**src/rtl/counter_cmd_seq.sv**
```systemverilog
// counter_cmd_seq: command sequencer in front of a 4-bit loadable up/down counter.
// Expands LOAD / UP / DOWN / HOLD commands into per-cycle load/mode/din controls
// and keeps a shadow copy that tracks the counter output every cycle.
// Optional feature macro: SEQ_SAT_EN (saturating UP/DOWN with a sat pulse).
// Without SEQ_SAT_EN the counter wraps modulo 16 and sat stays 0.
module counter_cmd_seq (
  input  logic       clk,
  input  logic       rst,
  input  logic       cmd_valid,
  output logic       cmd_ready,
  input  logic [1:0] cmd_op,
  input  logic [3:0] cmd_arg,
  output logic       load,
  output logic       mode,
  output logic [3:0] din,
  output logic [3:0] shadow,
  output logic       done,
  output logic       sat
);

  typedef enum logic [1:0] {
    ST_IDLE = 2'd0,
    ST_LOAD = 2'd1,
    ST_RUN  = 2'd2
  } state_t;

  localparam logic [1:0] OP_LOAD = 2'b00;
  localparam logic [1:0] OP_UP   = 2'b01;
  localparam logic [1:0] OP_DOWN = 2'b10;
  localparam logic [1:0] OP_HOLD = 2'b11;

`ifdef SEQ_SAT_EN
  localparam logic SAT_EN = 1'b1;
`else
  localparam logic SAT_EN = 1'b0;
`endif

  // Control bundle; registered so no command input reaches an output combinationally.
  typedef struct packed {
    logic       ready;
    logic       load;
    logic       mode;
    logic [3:0] din;
    logic       done;
    logic       sat;
  } ctl_t;

  state_t     state_q, state_d;
  logic [1:0] op_q, op_d;
  logic [3:0] arg_q, arg_d;
  logic [3:0] rem_q, rem_d;
  logic [3:0] shadow_q, shadow_d;
  ctl_t       ctl_q, ctl_d;

  // A step that would cross the 0/F boundary while saturation is enabled.
  function automatic logic step_blocked(input logic [1:0] op, input logic [3:0] sh);
    logic hit;
    case (op)
      OP_UP:   hit = (sh == 4'hF);
      OP_DOWN: hit = (sh == 4'h0);
      default: hit = 1'b0;
    endcase
    return hit & SAT_EN;
  endfunction

  // Counter value after one RUN step; blocked steps and HOLD leave it unchanged.
  function automatic logic [3:0] step_value(input logic [1:0] op, input logic [3:0] sh);
    logic [3:0] nv;
    case (op)
      OP_UP:   nv = step_blocked(op, sh) ? sh : sh + 4'd1;
      OP_DOWN: nv = step_blocked(op, sh) ? sh : sh - 4'd1;
      default: nv = sh;
    endcase
    return nv;
  endfunction

  // Controls implied by a given (state, command, rem, shadow) snapshot.
  // Default is the hold pattern: reload the counter with its own value.
  function automatic ctl_t decode(input state_t st, input logic [1:0] op,
                                  input logic [3:0] arg, input logic [3:0] rem,
                                  input logic [3:0] sh);
    ctl_t c;
    c.ready = 1'b0;
    c.load  = 1'b1;
    c.mode  = 1'b0;
    c.din   = sh;
    c.done  = 1'b0;
    c.sat   = 1'b0;
    case (st)
      ST_IDLE: begin
        c.ready = 1'b1;
      end
      ST_LOAD: begin
        c.din  = arg;
        c.done = 1'b1;
      end
      ST_RUN: begin
        c.done = (rem == 4'd0);
        case (op)
          OP_UP, OP_DOWN: begin
            if (step_blocked(op, sh)) begin
              c.sat = 1'b1;
            end else begin
              c.load = 1'b0;
              c.mode = (op == OP_UP);
            end
          end
          default: begin
            c.load = 1'b1;
          end
        endcase
      end
      default: begin
        c.ready = 1'b0;
      end
    endcase
    return c;
  endfunction

  // Next-state, command latch, step counter and shadow update.
  always_comb begin
    state_d  = state_q;
    op_d     = op_q;
    arg_d    = arg_q;
    rem_d    = rem_q;
    shadow_d = shadow_q;
    case (state_q)
      ST_IDLE: begin
        if (cmd_valid) begin
          op_d    = cmd_op;
          arg_d   = cmd_arg;
          rem_d   = cmd_arg;
          state_d = (cmd_op == OP_LOAD) ? ST_LOAD : ST_RUN;
        end else begin
          state_d = ST_IDLE;
        end
      end
      ST_LOAD: begin
        shadow_d = arg_q;
        state_d  = ST_IDLE;
      end
      ST_RUN: begin
        shadow_d = step_value(op_q, shadow_q);
        if (rem_q == 4'd0) begin
          state_d = ST_IDLE;
        end else begin
          rem_d = rem_q - 4'd1;
        end
      end
      default: begin
        state_d = ST_IDLE;
      end
    endcase
    ctl_d = decode(state_d, op_d, arg_d, rem_d, shadow_d);
  end

  // State and output registers with synchronous active-low reset.
  always_ff @(posedge clk) begin
    if (!rst) begin
      state_q     <= ST_IDLE;
      op_q        <= OP_HOLD;
      arg_q       <= 4'd0;
      rem_q       <= 4'd0;
      shadow_q    <= 4'd0;
      ctl_q.ready <= 1'b1;
      ctl_q.load  <= 1'b1;
      ctl_q.mode  <= 1'b0;
      ctl_q.din   <= 4'd0;
      ctl_q.done  <= 1'b0;
      ctl_q.sat   <= 1'b0;
    end else begin
      state_q  <= state_d;
      op_q     <= op_d;
      arg_q    <= arg_d;
      rem_q    <= rem_d;
      shadow_q <= shadow_d;
      ctl_q    <= ctl_d;
    end
  end

  assign cmd_ready = ctl_q.ready;
  assign load      = ctl_q.load;
  assign mode      = ctl_q.mode;
  assign din       = ctl_q.din;
  assign done      = ctl_q.done;
  assign sat       = ctl_q.sat;
  assign shadow    = shadow_q;

endmodule

```
**config.mk**
```make
export PLATFORM = sky130hd
export DESIGN_NAME = counter_cmd_seq
export DESIGN_NICKNAME = d
export VERILOG_FILES = /design/src/rtl/counter_cmd_seq.sv
export SDC_FILE = /design/constraint.sdc
export NUM_CORES = 1
export LEC_CHECK = 0
export BUFFER_PORTS_ARGS = -buffer_cell sky130_fd_sc_hd__buf_2
export CAP_MARGIN = 20
export CORE_ASPECT_RATIO = 1.1
export CORE_MARGIN = 2
export CORE_UTILIZATION = 50
export CTS_BUF_LIST = sky130_fd_sc_hd__clkbuf_4 sky130_fd_sc_hd__clkbuf_8
export CTS_CLUSTER_SIZE = 10
export DETAILED_ROUTE_END_ITERATION = 10
export GPL_TIMING_DRIVEN = 0
export PLACE_DENSITY = 0.81
export SYNTH_ARGS = -nofsm -noshare
export SYNTH_HDL_FRONTEND = slang
export SYNTH_SLANG_ARGS = --single-unit
```
**constraint.sdc**
```tcl
create_clock -name clk -period 2.52 [get_ports clk]
set_input_delay 0.126 -clock clk [delete_from_list [all_inputs] [get_ports clk]]
set_output_delay 0.126 -clock clk [all_outputs]
set_load 0.03 [all_outputs]
```
==> qor.yml, run 1 <==
run_status:
  status: "finished, final reports clean"
critical_path:
  cp.arrival_ns: 2.67
  slowest_stage: "or4_1"
  r2r_start: "state_q[0]"
  reg2reg_depth: 10
  start_kind: "register"
  worst-path-max-fanout: 8
  required_ns: 2.77
  path_class: "reg -> reg"
  ff2ff_setup_slack_ns: 0.10
  endpoint_kind: "register"
  cpPeakStageDelay_ns: 0.51
  crit_chain: "inv_1, ha_1, buf_2, inv_2, nor2_1, a21oi_2, inv_1, ha_1, or4_1, o21ai_1"
  r2r-end: "done"
routing:
  post-route-drc-count: 0
  routed_wl_um: 2640
  viasPerCell: 5.57
  firstDrtPassIters: 4
  num_vias: 1092
  ant_nets: 0
  drtIter0Drc: 59
  wl_per_cell_um: 13.5
floorplanning:
  rows: 18
  die_area_um2: 2890
  die_x_um: 51.5
  coreArea_um2: 2300
  ioPinCount: 22
  initial_utilization: 0.540
  die_h_um: 56.2
power_and_ir_drop:
  power-per-cell-area_nw_per_um2: 540
  power_switching_uw: 219
  p_leak_nw: 0.693
  ir_worst_vdd_v: 0.000332
  switching_share: 0.285
  clkPwrFrac: 0.260
  internal_power_uw: 551
  combPwrFrac: 0.209
  pwr-share-seq: 0.532
timing:
  fin_crit_ns: 2.42
  setup_violations: 0
  hold_viol: 0
  final-max-slew-violation-count: 0
  skew_ns: 0.00242
  fmax_ghz: 0.414
  post-route-period-util: 0.958
synthesis:
  yosysWarnings: 0
  ys_seq_area_frac: 0.387
  syn_nets: 163
  synth_top_flop_cell: "dfxtp_1"
  synth.ff_latch_count: 24
  synth.distinct_cells: 38
  synth-edff-count: 0
  syn_avg_cell_area_um2: 8.73
  syn_area_um2: 1240
  synth_cells: 142
  synthArstFlopShare: 0
placed_design:
  place_area_um2: 1380
  placed_cells: 192
  hpwl_um: 2030
  gp_congestion: 0.794
  io_buffers: 20
clock_network:
  numCtsBuffers: 3
  cts_buffer_depth: 2
  clk_pin_slew_ns: 0.13
  cts_tree: "yes"
  clockRootBuffer: "clkbuf_4"
  cts.sinks: 24
  worstSkewPairLatency_ns: 0.31
  ctsHoldBuffers: 0
  h-tree-depth: 1
job:
  drv_cap: 0
min_path:
  hold_end: "op_q[1]"
  hp-class: "in -> reg"
  min_from: "cmd_op[1]"
  min_path_cells: 3
global_route:
  grtUsageTotal: 0.189
  grt_pass1_vias: 1034
  antenna_found_initial: 0
  grt_max_degree: 14
  grt_pass1_wl_um: 4200
  overflow: 0
cells_and_area:
  final_area_um2: 1430
  final_core_util: 0.622
  instances_no_fill: 196
  most-common-layout-cells: "dfxtp_1, buf_2, nor2_1, inv_1, ha_1"
  num_antenna_cells: 0
  mostFrequentLayoutCell: "dfxtp_1"
  fin_nets: 188
  drive_above_1_share: 0.223
  fillers: 210
  synthToLayoutAreaGrowth_pct: 15.2
[kinds of logic (layout without fill, tap and decap cells)]
| group | count (synthesis) | count (layout) | synth area share |
|---|---|---|---|
| fa+ha+maj | 12 | 12 | 0.127 |
| simple gates | 50 | 50 | 0.207 |
| compound gates | 30 | 30 | 0.159 |
| flops | 24 | 24 | 0.387 |
| xor+xnor | 1 | 1 | 0.00706 |
| other cells | 1 | 1 | 0.00302 |
| mux | 6 | 6 | 0.0505 |
| buf+inv | 18 | 42 | 0.0585 |
[how the worst max path moves through the flow]
stage	from	endpoint	slack, ns
after floorplan	state_q[0]	done	0.39
after global placement	state_q[0]	done	0.12
after detailed placement	state_q[0]	done	0.02
after CTS	state_q[0]	done	0.04
after global routing	rem_q[1]	done	-0.005
final	state_q[0]	done	0.10
[synth_stat cells, types with 4 or more instances]
cell type | instances | area, µm²
a21oi_1 | 10 | 50.1
inv_1 | 13 | 48.8
mux2i_1 | 4 | 40.0
nand2_1 | 10 | 37.5
dfxtp_1 | 24 | 480
o21ai_0 | 4 | 20.0
ha_1 | 11 | 138
nor2_1 | 15 | 56.3
and2_1 | 4 | 25.0
and3_1 | 4 | 25.0
[layout make-up]
cell class,instances,area (µm²),share of cell area
buffer,4,20.0,0.0140
timing repair buffer,21,108,0.0753
tap,30,37.5,0.0263
inverter,13,48.8,0.0342
sequential,24,480,0.336
clock buffer,4,36.3,0.0254
multi-input combinational,100,698,0.489
[worst max-delay path, delay by kind of cell, from the launching register on]
family / cells / cell delay [ns]
AND/OR/NAND/NOR: 2 / 0.59
adder cells (fa/ha/maj): 2 / 0.50
buffers and inverters: 4 / 0.45
flip-flops: 1 / 0.41
AO/OA/AOI/OAI: 2 / 0.40
[repair_timing]
action	in CTS	in global routing
pin swaps	0	1
endpoints found under the setup margin	1	1
resized for setup	0	4
setup buffers	0	1
[metal layers]
layer | vias up | share of wire | GRT usage | wire length (µm)
met2 | 36 | 0.50 | 0.310 | 1330
li1 | 531 | - | - | -
met1 | 516 | 0.42 | 0.233 | 1110
met4 | 0 | 0.024 | 0.105 | 63
met5 | - | 0 | 0 | 0
met3 | 9 | 0.053 | 0.0269 | 141
[flip-flops by register name (all words and copies together), names as in the netlist]
register	flops
op_q	2
din	4
rem_q	4
state_q	2
arg_q	4
cmd_ready	1
load	1
done	1
shadow	4
mode	1
[power by group through the flow]
stage	logic [mW]	registers (mW)	clock network (mW)
final	0.161	0.410	0.200
after global routing	0.177	0.412	0.218
after floorplan	0.104	0.426	0
after CTS	0.154	0.409	0.204
after detailed placement	0.153	0.418	0
after global placement	0.147	0.416	0
[per-stage QoR]
step / total power [mW] / setup slack [ns] / TNS, ns / hold slack [ns]
after floorplan: 0.530 / 0.387 / 0 / 0.277
after global placement: 0.564 / 0.115 / 0 / 0.386
after detailed placement: 0.571 / 0.0150 / 0 / 0.399
after CTS: 0.767 / 0.0367 / 0 / 0.0707
after global routing: 0.807 / -0.00512 / -0.00512 / 0.0826
final: 0.771 / 0.105 / 0 / 0.0835
No activity file was read; power rests on OpenSTA's default activity.
==> run 2: changes to the inputs <==
--- a/config.mk
+++ b/config.mk
@@ -7,14 +7,17 @@
 export LEC_CHECK = 0
 export BUFFER_PORTS_ARGS = -buffer_cell sky130_fd_sc_hd__buf_2
 export CAP_MARGIN = 20
+export CELL_PAD_IN_SITES_DETAIL_PLACEMENT = 1
+export CELL_PAD_IN_SITES_GLOBAL_PLACEMENT = 2
 export CORE_ASPECT_RATIO = 1.1
 export CORE_MARGIN = 2
-export CORE_UTILIZATION = 50
+export CORE_UTILIZATION = 34
 export CTS_BUF_LIST = sky130_fd_sc_hd__clkbuf_4 sky130_fd_sc_hd__clkbuf_8
 export CTS_CLUSTER_SIZE = 10
 export DETAILED_ROUTE_END_ITERATION = 10
 export GPL_TIMING_DRIVEN = 0
-export PLACE_DENSITY = 0.81
+export PLACE_DENSITY = 0.89
+export RECOVER_POWER = 100
 export SYNTH_ARGS = -nofsm -noshare
 export SYNTH_HDL_FRONTEND = slang
 export SYNTH_SLANG_ARGS = --single-unit
==> constraint.sdc (replaced) <==
create_clock -name clk -period 2.52 [get_ports clk]
set_input_delay 0.126 -clock clk [delete_from_list [all_inputs] [get_ports clk]]
set_output_delay 0.126 -clock clk [all_outputs]
set_load 0.005 [all_outputs]
==> run 2 against run 1 <==
Clock power is 31% higher. Sequential share of layout area is 1.0 points lower. Total power is 6.7% higher. Clock skew is 0.0046 ns higher. Die area is 43% higher. Critical path depth is 3 lower. Highest routed layer unchanged.
==> qor.yml, run 2 (synthesized netlist as in run 1, its figures left out) <==
critical_path:
  path_class: "reg -> reg"
  crit_chain: "inv_1, ha_1, and2_0, a22oi_2, ha_1, or4_1, o21ai_1"
  start_kind: "register"
  ff2ff_setup_slack_ns: 0.20
  worst-path-max-fanout: 5
  cpPeakStageDelay_ns: 0.52
  endpoint_kind: "register"
  slowest_stage: "or4_1"
  required_ns: 2.72
  cpMostUsedCell: "ha_1"
  cp.arrival_ns: 2.52
timing:
  setup_violations: 0
  fin_crit_ns: 2.32
  post-route-period-util: 0.922
  maxSlewHeadroom: 0.665
  final-max-slew-violation-count: 0
  skew_ns: 0.00702
  rsz0062_at_grt: "no"
  hold_viol: 0
  worst_pin_slew_ns: 0.503
  fmax_ghz: 0.430
placed_design:
  placed_cells: 212
  io_buffers: 20
  gp_congestion: 0.811
  hpwl_um: 2400
global_route:
  grt_max_degree: 14
  antenna_found_initial: 0
  overflow: 0
  grtUsageTotal: 0.157
  grt_pass1_vias: 1099
  grt_pass1_wl_um: 4890
power_and_ir_drop:
  power.total_uw: 823
  ir_worst_vdd_v: 0.000168
  p_leak_nw: 0.681
  power-per-cell-area_nw_per_um2: 558
routing:
  num_vias: 1061
  firstDrtPassIters: 4
  drtIter0Drc: 38
  viasPerCell: 4.89
  wl_per_cell_um: 13.8
  ant_nets: 0
  post-route-drc-count: 0
  routed_wl_um: 3000
min_path:
  hp-class: "in -> reg"
clock_network:
  worstSkewPairLatency_ns: 0.27
  clockRootBuffer: "clkbuf_8"
  cts.sinks: 24
  h-tree-depth: 1
  cts_tree: "yes"
  numCtsBuffers: 3
  cts_buffer_depth: 2
  ctsHoldBuffers: 0
  clk_pin_slew_ns: 0.08
cells_and_area:
  instances_no_fill: 217
  fin_nets: 189
  fillers: 448
  drive_above_1_share: 0.192
  synthToLayoutAreaGrowth_pct: 18.9
  final_core_util: 0.413
  most-common-layout-cells: "dfxtp_1, buf_2, nor2_1, inv_1"
  num_antenna_cells: 0
  mostFrequentLayoutCell: "dfxtp_1"
floorplanning:
  rows: 23
  initial_utilization: 0.347
  die_h_um: 67.3
  die_area_um2: 4150
  die_x_um: 61.6
  coreArea_um2: 3570
  ioPinCount: 22
job:
  drv_cap: 0
run_status:
  status: "finished, final reports clean"
## run 2: changes by cell type in the layout (fill, tap and decap cells not counted), moves of 3 or more
cell,previous run,this run
and2_0,0,3
and2_1,4,1
buf_2,21,16
clkbuf_1,2,7
clkbuf_4,3,0
clkbuf_8,1,4
## run 2: routing by layer
metal,vias to the layer above,global-route usage,part of all wire
li1,531,-,-
met4,0,0.0479,0.010
met5,-,0,0
met1,518,0.179,0.43
met3,2,0.0172,0.018
met2,10,0.297,0.54
## run 2: cell type report
class                      count  area [µm²]  share of cell area
sequential                    24         480               0.326
clock buffer                   4        55.1              0.0374
multi-input combinational    100         698               0.474
inverter                      13        48.8              0.0331
tap                           50        62.6              0.0424
buffer                         4        20.0              0.0136
timing repair buffer          22         109              0.0739
## run 2: worst max-delay path, delay by kind of cell, from the launching register on
kind | cells | cell delay (ns)
simple gates | 2 | 0.81
compound gates | 2 | 0.44
fa+ha+maj | 2 | 0.56
buf+inv | 1 | 0.08
flops | 1 | 0.38
## run 2: worst paths after layout
path	from	end	depth (start not counted)
max	state_q[0]	done	7
min	cmd_op[1]	op_q[1]	3
max reg2reg	state_q[0]	done	7
min reg2reg	arg_q[2]	arg_q[2]	2
## run 2: timing repair
| item | in CTS | in global routing |
|---|---|---|
| setup endpoints to repair | 1 | 3 |
| pin swaps | 0 | 1 |
| gates resized for setup | 0 | 4 |
| buffers inserted | 0 | 2 |
## run 2: power breakdown
group / internal, mW / switching (mW) / total, mW
sequential: 0.398 / 0.0113 / 0.409
clock: 0.139 / 0.123 / 0.263
combinational: 0.0651 / 0.0863 / 0.151
## run 2: metrics by stage
step                hold slack [ns]  setup TNS, ns  setup slack [ns]  cell area, µm²
finish                        0.131              0             0.196            1470
global route                  0.148              0            0.0195            1470
CTS                           0.128              0            0.0486            1450
detailed placement            0.401        -0.0621           -0.0621            1400
global placement              0.396              0            0.0263            1400
floorplan                     0.277              0             0.387            1240
